<file path="src/rtl/nibble_serial_addsub.sv">
// nibble_serial_addsub: wide add/subtract built from one 4-bit slice, LS nibble first.
// Latency: NIBBLES RUN cycles after the accepting edge, then a one-cycle done pulse.
// No backpressure: start is taken only in IDLE/DONE and ignored while busy.
// Optional feature macro: OVF_DETECT_EN builds the signed-overflow flag (else ovf = 0).
module nibble_serial_addsub #(
  parameter int NIBBLES = 4
) (
  input  logic                   clk,
  input  logic                   rst_n,
  input  logic                   start,
  input  logic                   op,
  input  logic [4*NIBBLES-1:0]   a,
  input  logic [4*NIBBLES-1:0]   b,
  output logic                   busy,
  output logic                   done,
  output logic [4*NIBBLES-1:0]   result,
  output logic                   cout,
  output logic                   ovf
);

  localparam int W  = 4 * NIBBLES;
  localparam int IW = (NIBBLES > 1) ? $clog2(NIBBLES) : 1;
  localparam logic [IW-1:0] LAST_IDX = IW'(NIBBLES - 1);

  typedef enum logic [1:0] {
    S_IDLE = 2'd0,
    S_RUN  = 2'd1,
    S_DONE = 2'd2
  } state_t;

  state_t          r_state;
  state_t          w_next;
  logic            w_accept;
  logic            w_last;

  logic [W-1:0]    r_a;
  logic [W-1:0]    r_b;
  logic            r_op;
  logic            r_carry;
  logic [IW-1:0]   r_idx;
  logic [W-1:0]    r_result;

  logic [3:0]      w_y;
  logic [4:0]      w_sum;

  // The single slice: low nibbles of the shift registers plus the running carry.
  assign w_y   = r_b[3:0] ^ {4{r_op}};
  assign w_sum = {1'b0, r_a[3:0]} + {1'b0, w_y} + {4'b0000, r_carry};

  // State register.
  always_ff @(posedge clk or negedge rst_n) begin
    if (!rst_n) r_state <= S_IDLE;
    else        r_state <= w_next;
  end

  // Next state, start acceptance and last-nibble detection.
  always_comb begin
    w_next   = r_state;
    w_accept = 1'b0;
    w_last   = 1'b0;
    case (r_state)
      S_IDLE: begin
        if (start) begin
          w_accept = 1'b1;
          w_next   = S_RUN;
        end
      end
      S_RUN: begin
        if (r_idx == LAST_IDX) begin
          w_last = 1'b1;
          w_next = S_DONE;
        end
      end
      S_DONE: begin
        if (start) begin
          w_accept = 1'b1;
          w_next   = S_RUN;
        end else begin
          w_next = S_IDLE;
        end
      end
      default: w_next = S_IDLE;
    endcase
  end

  // Operand shift registers, carry, nibble index and result accumulation.
  always_ff @(posedge clk or negedge rst_n) begin
    if (!rst_n) begin
      r_a      <= '0;
      r_b      <= '0;
      r_op     <= 1'b0;
      r_carry  <= 1'b0;
      r_idx    <= '0;
      r_result <= '0;
    end else if (w_accept) begin
      r_a      <= a;
      r_b      <= b;
      r_op     <= op;
      r_carry  <= op;   // subtract becomes a + ~b + 1
      r_idx    <= '0;
      r_result <= '0;
    end else if (r_state == S_RUN) begin
      r_result[{r_idx, 2'b00} +: 4] <= w_sum[3:0];
      r_carry  <= w_sum[4];
      r_a      <= r_a >> 4;
      r_b      <= r_b >> 4;
      r_idx    <= r_idx + 1'b1;
    end
  end

`ifdef OVF_DETECT_EN
  logic       r_ovf;
  logic [3:0] w_low;

  // Carry into the top bit of the slice, needed only on the most significant nibble.
  assign w_low = {1'b0, r_a[2:0]} + {1'b0, w_y[2:0]} + {3'b000, r_carry};

  // Overflow flag: cleared on accept, captured when the top nibble is summed.
  always_ff @(posedge clk or negedge rst_n) begin
    if (!rst_n)        r_ovf <= 1'b0;
    else if (w_accept) r_ovf <= 1'b0;
    else if (w_last)   r_ovf <= w_low[3] ^ w_sum[4];
  end

  assign ovf = r_ovf;
`else
  assign ovf = 1'b0;
`endif

  assign busy   = (r_state == S_RUN);
  assign done   = (r_state == S_DONE);
  assign result = r_result;
  assign cout   = r_carry;

endmodule

</file>
<file path="config.mk">
export PLATFORM = sky130hd
export DESIGN_NAME = nibble_serial_addsub
export DESIGN_NICKNAME = d
export VERILOG_FILES = /design/src/rtl/nibble_serial_addsub.sv
export SDC_FILE = /design/constraint.sdc
export NUM_CORES = 1
export LEC_CHECK = 0
export CAP_MARGIN = 0
export CELL_PAD_IN_SITES_DETAIL_PLACEMENT = 1
export CELL_PAD_IN_SITES_GLOBAL_PLACEMENT = 2
export CORE_MARGIN = 4
export CORE_UTILIZATION = 31
export CTS_CLUSTER_DIAMETER = 100
export CTS_CLUSTER_SIZE = 25
export DETAILED_ROUTE_END_ITERATION = 10
export PLACE_DENSITY = 0.86
export SLEW_MARGIN = 20
export SYNTH_ARGS = -nofsm -noshare
export SYNTH_HDL_FRONTEND = slang
export SYNTH_SLANG_ARGS = --single-unit
</file>
<file path="constraint.sdc">
create_clock -name clk -period 2.13 [get_ports clk]
set_input_delay 0.5325 -clock clk [delete_from_list [all_inputs] [get_ports clk]]
set_output_delay 0.5325 -clock clk [all_outputs]
set_load 0.02 [all_outputs]
</file>
== Word level (Yosys, flattened, before mapping) ==
Index checks and enable logic that the tools add are counted.
Word-level totals
  input port bits: 36
  register bits: 54
  output and inout bits: 20
Cells by class
  shift operators: 2
  bitwise operators: 1
  equal/unequal tests: 5
  add/sub/neg operators: 4
  reduce and logical (&&, ||, !) cells: 4
  multiplexer cells: 17
Operators with widths (count)
  16-bit two-way mux: 6
  16-bit bitwise mux: 1
  4-bit by 6-bit variable shift with 16-bit output, first input constant: 1
  4-bit by 6-bit indexed part select with 16-bit output: 1
  2-bit two-way mux: 4
  4-bit negator with 6-bit output: 1
  2-bit one-hot mux with 3 select lines: 1
  4-bit by 4-bit adder with 5-bit output: 1
  5-bit by 1-bit adder with 5-bit output: 1
  1-bit two-way mux: 5
  2-bit == test, second input constant: 2
  4-bit XOR: 1
  2-bit by 1-bit adder with 2-bit output, second input constant: 1
  2-bit by 1-bit == test with 1-bit output, second input constant: 1
  2-bit logical NOT: 1
  2-bit by 1-bit inequality test with 1-bit output, second input constant: 1
  2-bit inequality test, second input constant: 1
  2-bit AND reduction: 1
  2-bit nonzero test: 1
  2-bit OR reduction: 1

== Longest topological paths before layout ==
  word-level depth: 7
  depth in mapped cells: 8

== Worst setup path before layout ==
No wires, ideal clock.
  path kind: register -> register
  start point: register r_op
  end point: register r_carry (netlist: cout)
  arrival: 1.823 ns
  library setup time: 0.083 ns
  cell stages (with the launch flop): 9
  slack: 0.224 ns
  path through: dfrtp_1 > clkbuf_1 > xnor2_1 > fa_1 > fa_1 > nor2b_1 > o21a_1 > nor3_1 > o21ai_0
Between the ends
  longest elaborated chain between the ends: 5
Ends and longest elaborated chain
  start, declared: line 38  | logic r_op;
  start signal, assigned: line 98  | r_op <= op;
  4-bit XOR: line 47  | assign w_y = r_b[3:0] ^ {4{r_op}};
  4-bit by 4-bit adder with 5-bit output: line 48  | assign w_sum = {1'b0, r_a[3:0]} + {1'b0, w_y} + {4'b0000, r_carry};
  5-bit by 1-bit adder with 5-bit output: line 48
  1-bit two-way mux: line 102  | end else if (r_state == S_RUN) begin
  1-bit two-way mux: line 95  | end else if (w_accept) begin
  end signal, assigned: line 99  | r_carry <= op;
  end signal, assigned: line 104  | r_carry <= w_sum[4];
  end, declared: line 39  | logic r_carry;
Every way passes these cells. The select of a mux whose other input is x is not followed.
A chain may end at the register's enable or synchronous reset.

== Worst setup path in the final report ==
  start point: register r_state[0]
  end point: output done
Between the ends
  longest elaborated chain between the ends: 1
Ends and longest elaborated chain
  start, declared: line 31  | state_t r_state;
  start signal, assigned: line 53  | else r_state <= w_next;
  2-bit == test: line 131  | assign done = (r_state == S_DONE);
  end, declared: line 15  | output logic done,
Every way passes these cells.

==> metrics <==
GPL Wtd Cong=0.783; hold_buf cts=0; site row count=32; unrepaired setup endpoints after global routing=no; Critical Path, Cell by Cell=nor2b_1, clkdlybuf4s50_1; TritonRoute pass-1 iters=4; vias in the first global route=a little over 2000; CTS Buf Count=5; Pwr Density=about 1500 nW/um^2; CTS tree=done; Synth cell types=32; initial core utilization=a little under a third; async set or reset register ratio after synthesis=100%; IO Port Bufs=54; first-pass GRT wire length=10200 um; Clock Tree Buf Depth=2; Detailed Place HPWL=roughly 4400 um; initial antenna violation count=0; switch share=43.1%; Tcrit/Tclk final=a little over nine tenths; worst-path cell with the longest stage delay=clkdlybuf4s50_1; reg-to-reg slack, setup=between 0.1 and 0.15 ns; post-route ant nets=0; post-synthesis sequential area ratio=54.9%; syn_nets=around 290; number of synthesized flops with an enable pin=0; WL final=6090 um; sequential share of power=between 30% and 40%; H-tree depth=2; footprint of the multi-input gates=1000 um^2; clock sinks=54; Die H=~97 um; Ys Warns=0; logic gate share of total power=a little over half; final hold vios=0; peak supply drop=about 670 uV; largest cells by area after synthesis=dfrtp_1 (55%), nand2_1 (9.3%), a22oi_1 (4.3%); Worst Slack Setup Final=between 0.1 and 0.15 ns; classification of the worst setup path=flip-flop to output port; Die ar.=9420 um^2; Iteration-0 DRC Markers=90; Post-Synthesis Cells=approximately 240; setup tns final=0 ns; register area=around 1400 um^2; MaxCap Viol Count=0; fin nets=approximately 340; Worst setup SP type=flip-flop; Avg Vias per Cell=about 4.8; GRT Overall Usage=about an eighth; crit path DAT=between 1 and 1.5 ns; Worst-path clk slew=~0.090 ns; Core ar.=slightly below 8000 um^2; fraction of layout instances using a drive strength above 1=7.38%; chip width=between 90 and 100 um; #FFs+latches synth=54; Layout area overhead=31.8%; n_diodes=0; Pint=roughly 2.8 mW; Final setup violation count=0; highest clock rate=496 MHz; min-delay worst type=input port to async pin; Fill cells=between 800 and 900; Synth top area share=between 50% and 60%; drt drc=0; dpl ws=0.0841 ns; Pleak=1.47 nW; wire per inst=about 15 um; max-slew violations=0; Crit Path Max Fanout=4; Root Buffer=clkbuf_8; via count=roughly 1900; status=finished, final reports clean; clock share of power=approximately an eighth; critical path endpoint category=output port; worst skew pair latency=0.31 ns; count leader, synth=nand2_1; max incr delay on CP=just over 0.6 ns; mean post-synth cell area=between 10 and 15 um^2; Post-Syn Area=approximately 2500 um^2; pin count of the biggest net entering global routing=between 50 and 60; Period minus WS final=2.02 ns; Layout Skew=about 0.009 ns; Main synth FF type=dfrtp_1; top cells by count, synth=nand2_1 (61), dfrtp_1 (54), o21ai_0 (16); largest area contributor in the netlist=dfrtp_1; Required @ worst endpoint=approximately 1.6 ns; GRT overflow=0; num ports=56; P_sw=2.13 mW
per-layer routing:
metal | GRT usage (%) | wire, um | vias up
li1 | - | - | 935
met1 | 18.3 | 2950 | 945
met2 | 21.3 | 2830 | 50
met3 | 2.44 | 271 | 5
met4 | 2.59 | 35 | 0
met5 | 0 | 0 | -
timing repair:
item	in CTS	in global routing
buffers inserted	0	0
gates resized for setup	0	3
endpoints found under the setup margin	0	5
cell usage in the layout, fill, tap and decap left out, types with 5 or more instances in the layout:
cell	synthesis	final
nor2b_1	5	5
a22o_1	12	12
nand2_1	61	61
clkbuf_8	0	6
dfrtp_1	54	53
nor2_1	11	11
a22oi_1	14	14
a21oi_1	5	5
ha_1	8	8
a31oi_1	8	8
clkdlybuf4s50_1	0	52
inv_1	8	8
o21ai_0	16	16
final cells by class:
| class | count | area share (%) |
|---|---|---|
| clock buffer | 6 | 2.55 |
| timing repair buffer | 61 | 19.4 |
| inverter | 9 | 1.20 |
| clock inverter | 2 | 0.386 |
| multi-input combinational | 166 | 30.8 |
| tap | 102 | 3.94 |
| sequential | 54 | 41.7 |
flip-flops by register name, summed over array words and instances, names as in the netlist:
name     flops
cout         1
r_op         1
r_idx        2
r_state      2
r_a         16
r_b         16
result      16
power groups by stage:
stage                     Clock [mW]  Sequential [mW]  Combinational, mW
final                          0.604             1.74               2.60
after global routing           0.667             1.79               2.92
after CTS                      0.629             1.74               2.63
after detailed placement           0             1.76               2.61
after global placement             0             1.74               2.53
after floorplan                    0             1.79               1.63
final timing paths:
| check | from | endpoint | depth (start not counted) |
|---|---|---|---|
| setup / recovery | r_state[0] | done | 2 |
| hold / removal | rst_n | result[13] | 2 |
| setup reg to reg | r_op | cout | 7 |
| hold reg to reg | result[8] | result[8] | 2 |
| max in group asynchronous | rst_n | r_op | 2 |
| min in group clk | result[8] | result[8] | 2 |
logic make-up (layout without fill, tap and decap cells):
kind of cell             Yosys count  count (layout)  synth area share (%)
other                              1               1                 0.152
adder cells (fa/ha/maj)           10              10                  5.70
flip-flops                        54              54                  54.9
AND/OR/NAND/NOR                   90              90                  16.0
buffers and inverters             22              78                  4.73
XOR/XNOR                           6               6                  2.14
AO/OA/AOI/OAI                     59              59                  16.4
worst max-delay path, delay by kind of cell (launching register included):
kind | cells | cell delay (ns)
simple gates | 1 | 0.13
flops | 1 | 0.45
buf+inv | 1 | 0.61
stage by stage:
stage | total power [mW] | hold slack [ns] | util (%) | cell area, um^2 | std cells
6_report | 4.95 | 0.213 | 42.0 | 3240 | 400
5_1_grt | 5.38 | 0.224 | 42.0 | 3240 | 400
4_1_cts | 5.00 | 0.218 | 41.8 | 3230 | 400
3_5_place_dp | 4.37 | 0.469 | 40.6 | 3140 | 392
3_3_place_gp | 4.27 | 0.461 | 40.6 | 3140 | 392
2_1_floorplan | 3.42 | 0.237 | - | 2460 | 242
Note: power is estimated with default switching activity, not from simulation.
==> patch, RTL diff (same flow settings) <==
The parameter `NIBBLES` goes from 4 to 8.
--- a/src/rtl/nibble_serial_addsub.sv
+++ b/src/rtl/nibble_serial_addsub.sv
@@ -4,5 +4,5 @@
 // Optional feature macro: OVF_DETECT_EN builds the signed-overflow flag (else ovf = 0).
 module nibble_serial_addsub #(
-  parameter int NIBBLES = 4
+  parameter int NIBBLES = 8
 ) (
   input  logic                   clk,
Ports: changed (resized a, b and result); port bits go from 56 to 104. The function was not compared with the original's and may differ.
==> patch against the unedited design <==
Sequential cell count up 49; routed wire length increased by 120%; design area increased by 96%; clock power grew to 2.7 times the old value; area after synthesis grew 89%; cell count grew 95%; sequential power grew 95%; worst setup slack worse by 79 ps; die area rose by 81%; power rose by 110%; synthesized cell count rose by 100%; sequential share of layout area down 1.2 points; largest cell class unchanged; highest routed layer unchanged.
==> patch: results (changes against the unedited design) <==
- # placed instances: 762 (+94%)
- GRT met3 Usage: 2.80% (+0.36 points)
- Area after DPL: 6000 um^2 (+92%)
- Place WS: -86.1 ps (-170 ps)
- Status: complete, no violations
- Final Wtd Congestion: 0.803 (+2.6%)
- R2R depth: 6 (-1)
- CTS resizes: 3 (+3)
- Metal2 WL: 6.23 mm (+120%)
- Root buffer cell: clkbuf_16
- Top cells by instance count after synthesis: 118 x nand2_1, 103 x dfrtp_1, 46 x nor2_1
- CP startpoint: r_idx[0]$_DFFE_PN0P_
- Mapped Nets: 568 (+97%)
- Fillers: 1649 (+89%)
- Period utilisation layout: 98.4% (+3.7 points)
- Worst r2r dst: result[3]$_DFFE_PN0P_
- CP top delay family: simple AND/OR/NAND/NOR gates
- DRT iter0 DRCs: 237 (+160%)
- Number of global-route vias before repair: 4247 (+110%)
- H-tree Lvls: 3 (+1)
- Met3 routed WL: 547 um (+100%)
- Largest net degree at the start of global routing: 67 (+22%)
- Reg clk slew, reported paths: 70 ps (-20 ps)
- Static leakage: 2.83 nW (+92%)
- Layout Nets: 672 (+96%)
- Met2 GRT Util: 25.9% (+4.6 points)
- TritonCTS buffer count: 9 (+4)
- WL final: 13.1 mm (+120%)
- Layout cell share with drive strength beyond 1: 11.1% (+3.7 points)
- Seq/Total Area, Yosys: 55.4% (+0.49 points)
- Max Used Layer: met4
- GRT met1 Usage: 22.4% (+4.1 points)
- Final hold slack: 190 ps (-23.3 ps)
- Wl on met1: 6.18 mm (+110%)
- P_clk: 0.00164 W (+170%)
- Logic pwr share: 51.9% (-0.7 points)
- First-pass GRT wire length: 21.8 mm (+110%)
- Post-DP HPWL: 9.34 mm (+110%)
- Total global-route track usage: 16.2% (+3.1 points)
- Syn avg cell area: 9.55 um^2 (-6.1%)
- Clock Latency Late Sink: 340 ps (+30 ps)
- Setup skew after layout: 4.93 ps (-3.89 ps)
- WL per Instance: 16.9 um (+11%)
- Top post-synthesis cells by area: dfrtp_1 55%, nand2_1 9.5%, a31oi_1 4.6%
- DR vias: 3939 (+100%)
- Pre-Repair DR Iteration Count: 6 (+2)
- Max IR drop VDD: 572 uV (-15%)
[patch: cell types whose count changed after synthesis, moves of 7 or more]
cell / unedited run / this run
dfrtp_1: 54 / 103
nand2_1: 61 / 118
o31ai_1: 0 / 8
nor2_1: 11 / 46
a31oi_1: 8 / 34
clkbuf_1: 3 / 27
mux2i_1: 0 / 7
nand3_1: 1 / 27
[patch: cells by family (layout without fill, tap and decap cells)]
kind of cell    Yosys count  in the layout  synth area share [%]
compound gates           98             98                  14.0
xor+xnor                  6              6                  1.13
fa+ha+maj                13             13                  3.82
buf+inv                  43            150                  3.79
flops                   103            103                  55.4
mux                       7              7                  1.51
other cells               1              1                0.0806
simple gates            216            216                  20.3
[patch: layout make-up]
type                       instances  area [um^2]  area share (%)
multi-input combinational        341         2000            31.4
sequential                       103         2580            40.6
tap                              184          230            3.62
inverter                          10         37.5           0.590
clock buffer                      13          250            3.94
clock inverter                     1         30.0           0.472
timing repair buffer             126         1230            19.4
